File: config.mk
export PLATFORM = sky130hd
export DESIGN_NAME = hidden_cpu_core_flat
export DESIGN_NICKNAME = d
export VERILOG_FILES = /design/src/rtl/hidden_cpu_core_if.sv /design/src/rtl/hidden_cpu_core.sv /design/src/flat_wrapper.sv
export SDC_FILE = /design/constraint.sdc
export NUM_CORES = 1
export LEC_CHECK = 0
export ABC_AREA = 1
export CAP_MARGIN = 5
export CORE_MARGIN = 10
export CORE_UTILIZATION = 45
export CTS_BUF_LIST = sky130_fd_sc_hd__clkbuf_4
export DETAILED_ROUTE_END_ITERATION = 16
export GPL_ROUTABILITY_DRIVEN = 0
export SLEW_MARGIN = 10
export SYNTH_ARGS = -nofsm -noshare
export SYNTH_HDL_FRONTEND = slang
export SYNTH_SLANG_ARGS = --single-unit
export TNS_END_PERCENT = 10
File: constraint.sdc
create_clock -name clk -period 2.8 [get_ports clk]
set_input_delay 0.56 -clock clk [delete_from_list [all_inputs] [get_ports clk]]
set_output_delay 0.56 -clock clk [all_outputs]
set_load 0.005 [all_outputs]
File: src/rtl/hidden_cpu_core_if.sv
// Instruction/status bundle between the hidden CPU core and its fetch/host side.
interface hidden_cpu_core_if #(
  parameter int DATA_W = 8,
  parameter int PC_W   = 8
);
  logic [7:0]        instr;
  logic              instr_valid;
  logic              instr_ready;
  logic [PC_W-1:0]   pc;
  logic [DATA_W-1:0] dout;
  logic              carry;

  modport master (output instr, output instr_valid,
                  input instr_ready, input pc, input dout, input carry);
  modport slave  (input instr, input instr_valid,
                  output instr_ready, output pc, output dout, output carry);
endinterface

File: src/rtl/hidden_cpu_core.sv
// Four-register accumulator core: 1-cycle ALU/MEM/IMM/CTRL ops, 2-cycle loads
// through a registered scratch RAM. pc is exported for external fetch.
module hidden_cpu_core #(
  parameter int DATA_W = 8,
  parameter int PC_W   = 8,
  parameter int RAM_AW = 3
) (
  input  logic              clk,
  input  logic              rst,
  hidden_cpu_core_if.slave  bus
);
  typedef enum logic {EXEC, LOAD_WAIT} state_t;

  state_t            r_state, w_state_nxt;
  logic [DATA_W-1:0] r_regs [4];
  logic [PC_W-1:0]   r_pc;
  logic              r_carry, r_sel;
  logic [1:0]        r_ld_ra;
  logic [DATA_W-1:0] r_ram_q;
  logic [DATA_W-1:0] r_ram [2**RAM_AW];

  logic [1:0]        w_op, w_ra, w_rb, w_fn;
  logic [DATA_W-1:0] w_a, w_b;
  logic [DATA_W:0]   w_sum, w_diff;
  logic              w_wr_en, w_st_en, w_ld_go, w_carry_nxt, w_sel_nxt;
  logic [1:0]        w_wr_idx;
  logic [DATA_W-1:0] w_wr_data;
  logic [PC_W-1:0]   w_pc_nxt;

  assign w_op   = bus.instr[7:6];
  assign w_ra   = bus.instr[5:4];
  assign w_rb   = bus.instr[3:2];
  assign w_fn   = bus.instr[1:0];
  assign w_a    = r_regs[w_ra];
  assign w_b    = r_regs[w_rb];
  assign w_sum  = {1'b0, w_a} + {1'b0, w_b};
  assign w_diff = {1'b0, w_a} - {1'b0, w_b};

  always_comb begin
    w_state_nxt = r_state;
    w_wr_en     = 1'b0;
    w_wr_idx    = w_ra;
    w_wr_data   = w_a;
    w_carry_nxt = r_carry;
    w_sel_nxt   = r_sel;
    w_pc_nxt    = r_pc;
    w_st_en     = 1'b0;
    w_ld_go     = 1'b0;
    case (r_state)
      EXEC: if (bus.instr_valid) begin
        w_pc_nxt = r_pc + PC_W'(1);
        case (w_op)
          2'b00: begin
            w_wr_en = 1'b1;
            case (w_fn)
              2'b00: begin w_wr_data = w_sum[DATA_W-1:0];  w_carry_nxt = w_sum[DATA_W];  end
              2'b01: begin w_wr_data = w_diff[DATA_W-1:0]; w_carry_nxt = w_diff[DATA_W]; end
              2'b10: w_wr_data = w_a & w_b;
              default: w_wr_data = w_a ^ w_b;
            endcase
          end
          2'b01: begin
            case (w_fn)
              2'b00: w_st_en = 1'b1;
              2'b01: begin w_ld_go = 1'b1; w_state_nxt = LOAD_WAIT; end
              2'b10: begin w_wr_en = 1'b1; w_wr_data = w_b;  end
              default: begin w_wr_en = 1'b1; w_wr_data = ~w_b; end
            endcase
          end
          2'b10: begin
            w_wr_en   = 1'b1;
            w_wr_data = DATA_W'(bus.instr[3:0]);
          end
          default: begin
            case (w_fn)
              2'b00: if (r_carry) w_pc_nxt = r_pc + PC_W'(w_b);
              2'b01: w_pc_nxt = PC_W'(w_b);
              2'b10: w_sel_nxt = ~r_sel;
              default: w_carry_nxt = 1'b0;
            endcase
          end
        endcase
      end
      default: begin
        // LOAD_WAIT: retire the load from the registered RAM word; instr_valid ignored
        w_wr_en     = 1'b1;
        w_wr_idx    = r_ld_ra;
        w_wr_data   = r_ram_q;
        w_state_nxt = EXEC;
      end
    endcase
  end

  always_ff @(posedge clk or negedge rst) begin
    if (!rst) r_state <= EXEC;
    else      r_state <= w_state_nxt;
  end

  always_ff @(posedge clk or negedge rst) begin
    if (!rst) begin
      for (int i = 0; i < 4; i++) r_regs[i] <= DATA_W'(i);
      r_pc    <= '0;
      r_carry <= 1'b0;
      r_sel   <= 1'b0;
      r_ld_ra <= '0;
    end else begin
      if (w_wr_en) r_regs[w_wr_idx] <= w_wr_data;
      if (w_ld_go) r_ld_ra <= w_ra;
      r_pc    <= w_pc_nxt;
      r_carry <= w_carry_nxt;
      r_sel   <= w_sel_nxt;
    end
  end

  // Scratch RAM holds its contents across reset; read is registered at LD accept
  always_ff @(posedge clk) begin
    if (w_st_en) r_ram[w_a[RAM_AW-1:0]] <= w_b;
    if (w_ld_go) r_ram_q <= r_ram[w_b[RAM_AW-1:0]];
  end

  assign bus.instr_ready = (r_state == EXEC);
  assign bus.pc          = r_pc;
  assign bus.dout        = r_sel ? DATA_W'(r_pc) : r_regs[3];
  assign bus.carry       = r_carry;
endmodule

File: src/flat_wrapper.sv
// flat-port wrapper written by rule: the top's interface ports become plain ports
module hidden_cpu_core_flat 
#(
  parameter int DATA_W = 8,
  parameter int PC_W   = 8,
  parameter int RAM_AW = 3
)
  (clk, rst, bus_instr, bus_instr_valid, bus_instr_ready, bus_pc, bus_dout, bus_carry);
  hidden_cpu_core_if #(.DATA_W(DATA_W), .PC_W(PC_W)) bus_i ();
  input  logic clk;
  input  logic rst;
  input wire logic [$bits(bus_i.instr)-1:0] bus_instr;
  input wire logic [$bits(bus_i.instr_valid)-1:0] bus_instr_valid;
  output wire logic [$bits(bus_i.instr_ready)-1:0] bus_instr_ready;
  output wire logic [$bits(bus_i.pc)-1:0] bus_pc;
  output wire logic [$bits(bus_i.dout)-1:0] bus_dout;
  output wire logic [$bits(bus_i.carry)-1:0] bus_carry;
  assign bus_i.instr = bus_instr;
  assign bus_i.instr_valid = bus_instr_valid;
  assign bus_instr_ready = bus_i.instr_ready;
  assign bus_pc = bus_i.pc;
  assign bus_dout = bus_i.dout;
  assign bus_carry = bus_i.carry;
  hidden_cpu_core #(.DATA_W(DATA_W), .PC_W(PC_W), .RAM_AW(RAM_AW)) u_core (.clk(clk), .rst(rst), .bus(bus_i));
endmodule
==> results_dict.tcl <==
set metrics [dict create \
    drc 0 \
    worst_pin_slew_ns 0.9721 \
    p_int_uw 4087 \
    grt_max_degree 34 \
    grt_pass1_wl_um 34490 \
    final_cell_mix "nand2_1, buf_4, nor2_1, o21ai_0, edfxtp_1" \
    drt_iter0_markers 455 \
    initial_core_util 0.4559 \
    fin_nets 1070 \
    path_buf_inv 4 \
    die_area_um2 21500 \
    drive_above_1_share 0.2060 \
    crit_required_ns 3.25 \
    final_core_util 0.5632 \
    synth-seq-area-share 0.4564 \
    period_needed_ns 2.682 \
    seqPwrFrac 0.353 \
    ys_top_cells_by_area "edfxtp_1, dfrtp_1, nand2_1" \
    cts_tree "built" \
    drv_slew 0 \
    fmax_mhz 372.9 \
    seqCellArea_um2 3293 \
    vias 6672 \
    startpoint_type "primary input" \
    synth_top_cell_by_area "edfxtp_1" \
    syn_inst 896 \
    crit_path_max_incr_delay_ns 0.45 \
    cts.sinks 117 \
    dp_cells 1218 \
    area_growth_pct 23.53 \
    rsz0062_at_grt "true" \
    dieHeight_um 146.6 \
    ioPinCount 29 \
    r2r_start "u_core.r_regs[1]" \
    status "finished, final reports clean" \
    instances_no_fill 1256 \
    p_sw_uw 2775 \
    p_per_area_nw_per_um2 769.9 \
    irDropWorstVdd_v 0.0003800 \
    finalHoldViolations 0 \
    place_hpwl_um 16000 \
    power_uw 6863 \
    via_per_inst 5.312 \
    synth_warnings 0 \
    crit_type "primary input to flip-flop" \
    pwr-share-comb 0.457 \
    finalClockSkew_ns 0.02441 \
    p_clk_frac 0.190 \
    clkTransAtPathRegs_ns 0.11 \
    layout_commonest_cell "nand2_1" \
    crit_start "bus_instr[3]" \
    cts_root_buf "clkbuf_4" \
    cp_cell_sequence "clkdlybuf4s50_1 > buf_4 > buf_4 > a21oi_1 > o21ai_0 > nand2_1 > buf_4 > ha_4 > nand2_1 > or2_2 > nand3_1 > nand2_1 > nand3_1 > nand3_1 > nand2_1 > nand2_1 > nand2_1 > nand2_1 > nand2_1 > nand2_1" \
    finalSetupViolations 0 \
    hp-class "primary input to async pin" \
    n_fill_cell 1513 \
    critPathArrivalTime_ns 3.13 \
    syn_area_um2 7216 \
    synth_edf_count 72 \
    synth_top_area_frac 0.2996 \
    first_pass_iters 5 \
    cts_buffers 17 \
    drt.antenna.violating_nets 0 \
    maxCapViolations 0 \
    synth_ff_type "edfxtp_1" \
    grt_pass1_vias 6259 \
    slew_headroom 0.3484 \
    coreArea_um2 15830 \
    wirelength_um 21740 \
    critPathCaptureType "flip-flop" \
    cpLargestDelayFamily "simple AND/OR/NAND/NOR gates" \
    fin_crit_sh 0.9578 \
    yosysUniqueCellTypes 46 \
    num_rows 46 \
    synth_area_per_cell_um2 8.053 \
    synth-seq-cells 117 \
    crit_top_cell "nand2_1" \
    antenna_found_initial 1 \
    fp.dieW_um 146.6 \
    wire_per_inst_um 17.31 \
    cts_buffer_depth 2 \
    synthArstFlopShare 0.3846 \
    crit_fanout 8 \
    grt.total_usage 0.2026 \
    overflow 0 \
    port_buffers 28 \
    syn-num-nets 940 \
    cp_slowest_cell "clkdlybuf4s50_1" \
    cts-htree-levels 4 \
    multi_input_area_um2 3508 \
    switching_share 0.4044 \
    p_leak_uw 0.003917 \
    clk_latency_ns 0.56 \
]
[worst reg2reg max path: cells and delay by family, from the launching register on]
family	cells	cell delay [ns]
buffers and inverters	3	0.36
flip-flops	1	0.54
AO/OA/AOI/OAI	1	0.16
AND/OR/NAND/NOR	12	1.14
adder cells (fa/ha/maj)	1	0.36
[per-layer routing]
layer	up-vias	share of wire	track usage	wire length (µm)
met3	20	0.071	0.04944	1553
met1	3136	0.45	0.2740	9889
met4	0	0.015	0.06707	323
met5	-	0	0	0
li1	3308	-	-	-
met2	208	0.46	0.3102	9971
[logic make-up (layout without fill, tap and decap cells)]
group                      Yosys count  after routing  synth area share
and+or+nand+nor                    403            403            0.2318
AOI/OAI and AO/OA                  214            214            0.1651
buffers and inverters              121            264           0.07664
DFF                                117            117            0.4564
adders and majority gates           33             33           0.06034
xor gates and xnor gates             8              8          0.009711
other                                0              1                 0
[synth_stat cells, types with 2 or more instances]
cell,n
nand3_1,59
clkbuf_1,11
nand2_2,7
nor3_2,5
nor2_2,2
dfstp_2,4
nor2_1,109
o21ai_0,82
clkinv_1,3
o21ai_2,2
nand4_1,7
buf_2,13
or2_2,2
inv_2,5
o21ai_1,7
o211ai_1,9
edfxtp_1,72
o22ai_1,10
ha_1,30
a31oi_1,22
nand2_1,209
fa_1,3
inv_1,74
o21bai_1,3
dfrtp_1,41
a21oi_1,69
buf_6,4
xor2_1,7
a21o_1,2
buf_4,6
clkbuf_2,2
[area by class of cell]
class | instances | area share
inverters | 82 | 0.03537
multi-input cells | 658 | 0.3936
diodes | 1 | 0.0002807
well taps | 216 | 0.03032
clock inverters | 14 | 0.01867
clock buffers | 18 | 0.01516
repair buffers | 150 | 0.1371
flip-flops and latches | 117 | 0.3695
[state kept, by name, indices dropped and copies added (netlist names)]
register / count
u_core.bus.carry: 1
u_core.bus.pc: 8
u_core.r_ld_ra: 2
u_core.r_ram: 64
u_core.r_ram_q: 8
u_core.r_regs: 32
u_core.r_sel: 1
u_core.r_state: 1
[stage by stage]
step	hold WS, ns	setup slack (ns)	area [µm²]	setup TNS, ns
after floorplan	0.2644	0.03397	7216	0
after global placement	0.4636	-0.5536	8407	-16.35
after detailed placement	0.4712	-0.5682	8407	-16.95
after CTS	0.4275	0.02283	8718	0
after global routing	0.4471	-0.03539	8914	-0.08230
final	0.4526	0.1181	8914	0
[what timing repair did]
action,in CTS,in global routing
hold buffers,1,0
hold endpoints to repair,13,0
endpoints found under the setup margin,0,28
setup buffers,0,4
resized for setup,0,44
[power by group through the flow]
stage | registers (µW) | clock network (µW) | logic (µW)
2_1_floorplan | 2320 | 0 | 1780
3_3_place_gp | 2450 | 0 | 2910
3_5_place_dp | 2450 | 0 | 2930
4_1_cts | 2410 | 1340 | 2940
5_1_grt | 2440 | 1410 | 3490
6_report | 2420 | 1310 | 3130
[path summary, 6_finish.rpt]
path	to	slack [ns]	cells after the start
setup reg to reg	u_core.r_regs[14]	0.18	17
max in group asynchronous	u_core.r_regs[11]	1.59	3
hold reg to reg	u_core.r_regs[30]	0.50	2
min in group clk	u_core.r_regs[30]	0.50	2
hold / removal	u_core.r_regs[21]	0.45	2
setup / recovery	u_core.r_regs[14]	0.12	20
(Power assumes the default switching activity.)
==> RTL edit (same flow settings) <==
Remove the case item `2'b00` of the case on `w_fn`.
--- a/src/rtl/hidden_cpu_core.sv
+++ b/src/rtl/hidden_cpu_core.sv
@@ -73,7 +73,6 @@
           end
           default: begin
             case (w_fn)
-              2'b00: if (r_carry) w_pc_nxt = r_pc + PC_W'(w_b);
               2'b01: w_pc_nxt = PC_W'(w_b);
               2'b10: w_sel_nxt = ~r_sel;
               default: w_carry_nxt = 1'b0;
Check against the original RTL: not equivalent (a bounded check fails within 4 cycles, from zero or initial values and one cycle with rst low).
==> RTL edit against the original RTL <==
  * Area after synthesis fell by 2.4%
  * Global-route usage fell by 0.89 points
  * Total power fell by 14%
  * Worst setup slack improved by 0.059 ns
  * Wire length fell by 3.6%
  * Design area fell by 7.2%
  * Sequential cell count did not move
  * Largest cell class is now flip-flops and latches
  * Critical endpoint is now u_core.r_regs[21]$_DFFE_PN0P_
==> RTL edit: results <==
{
  "grt_usage_pct": 19.4,
  "instances_no_fill": 1185,
  "wl_um": 21000,
  "num-nets-final": 1000,
  "place_area_um2": 7940,
  "power_leakage_nw": 3.67,
  "fillerInstances": 1451,
  "yosys-top-cells-count": "229 x nand2_1, 111 x nor2_1, 74 x nand3_1",
  "clk_pin_slew_worst_paths_ns": 0.13,
  "syn-num-nets": 906,
  "viasPerCell": 5.41,
  "cp_max_fo": 4,
  "ir_worst_vdd_uv": 388,
  "status": "finished clean",
  "reg2reg_depth": 19,
  "pre_cts_slack_ns": -0.670,
  "grt_pass1_vias": 6345,
  "fmax_ghz": 0.381,
  "critPathMaxStageDelay_ns": 0.61,
  "crit_end": "u_core.r_regs[21]$_DFFE_PN0P_",
  "cp_slowest_cell": "dfstp_2",
  "synth_area_leaders": "edfxtp_1 31%, dfrtp_1 15%, nand2_1 12%",
  "critPathKind": "flip-flop to flip-flop",
  "hpwlAfterDp_um": 15000,
  "ys_seq_area_share_pct": 46.8,
  "fin_skew_ns": 0.0273,
  "r2r_start": "u_core.r_regs[0]$_DFFE_PN1P_",
  "drt_iter0_drc": 661,
  "arrival_ns": 3.07,
  "grt_pass1_wl_um": 32800
}
RTL edit: final cells by class:
cell class	instances	area (um^2)	area share, %
antenna	1	2.50	0.0303
clock buffer	18	135	1.63
clock inverter	14	113	1.36
inverter	68	265	3.21
multi-input combinational	637	3200	38.7
sequential	117	3290	39.8
tap	211	264	3.19
timing repair buffer	119	998	12.1
RTL edit: report_power, final:
| group | internal [mW] | switching (mW) | total [mW] |
|---|---|---|---|
| combinational | 1.04 | 1.41 | 2.45 |
| clock | 0.438 | 0.702 | 1.14 |
| sequential | 2.12 | 0.229 | 2.35 |
RTL edit: kinds of logic (layout without fill, tap and decap cells):
group | after synthesis | in the layout | share of synthesized area, %
other | 0 | 1 | 0
AOI/OAI and AO/OA | 154 | 154 | 12.1
buffers and inverters | 112 | 219 | 8.12
xor gates and xnor gates | 4 | 4 | 0.498
adders and majority gates | 29 | 29 | 5.37
and+or+nand+nor | 450 | 450 | 27.1
DFF | 117 | 117 | 46.8
RTL edit: layer usage:
metal,vias to the layer above,part of all wire [%],global-route usage (%)
met5,-,0,0
met4,0,4.0,10.0
met3,69,6.9,4.47
met2,271,47,32.1
met1,3005,42,23.0
li1,3069,-,-
RTL edit: what timing repair did:
item | 4_1_cts | 5_1_grt
setup endpoints to repair | 4 | 25
pin swaps | 1 | 4
gates cloned | 0 | 1
gates resized for setup | 3 | 12
buffers inserted | 0 | 2
RTL edit: worst max-delay path, delay by kind of cell, from the launching register on:
kind                       cells  cell delay (ns)
adders and majority gates      1             0.22
buffers and inverters          2             0.20
DFF                            1             0.61
and+or+nand+nor               16             1.48
RTL edit: stage by stage:
stage / setup TNS (ns) / hold WS, ns
after floorplan: 0 / 0.264
after global placement: -14.92 / 0.471
after detailed placement: -17.49 / 0.470
after CTS: 0 / 0.159
after global routing: 0 / 0.192
final: 0 / 0.146
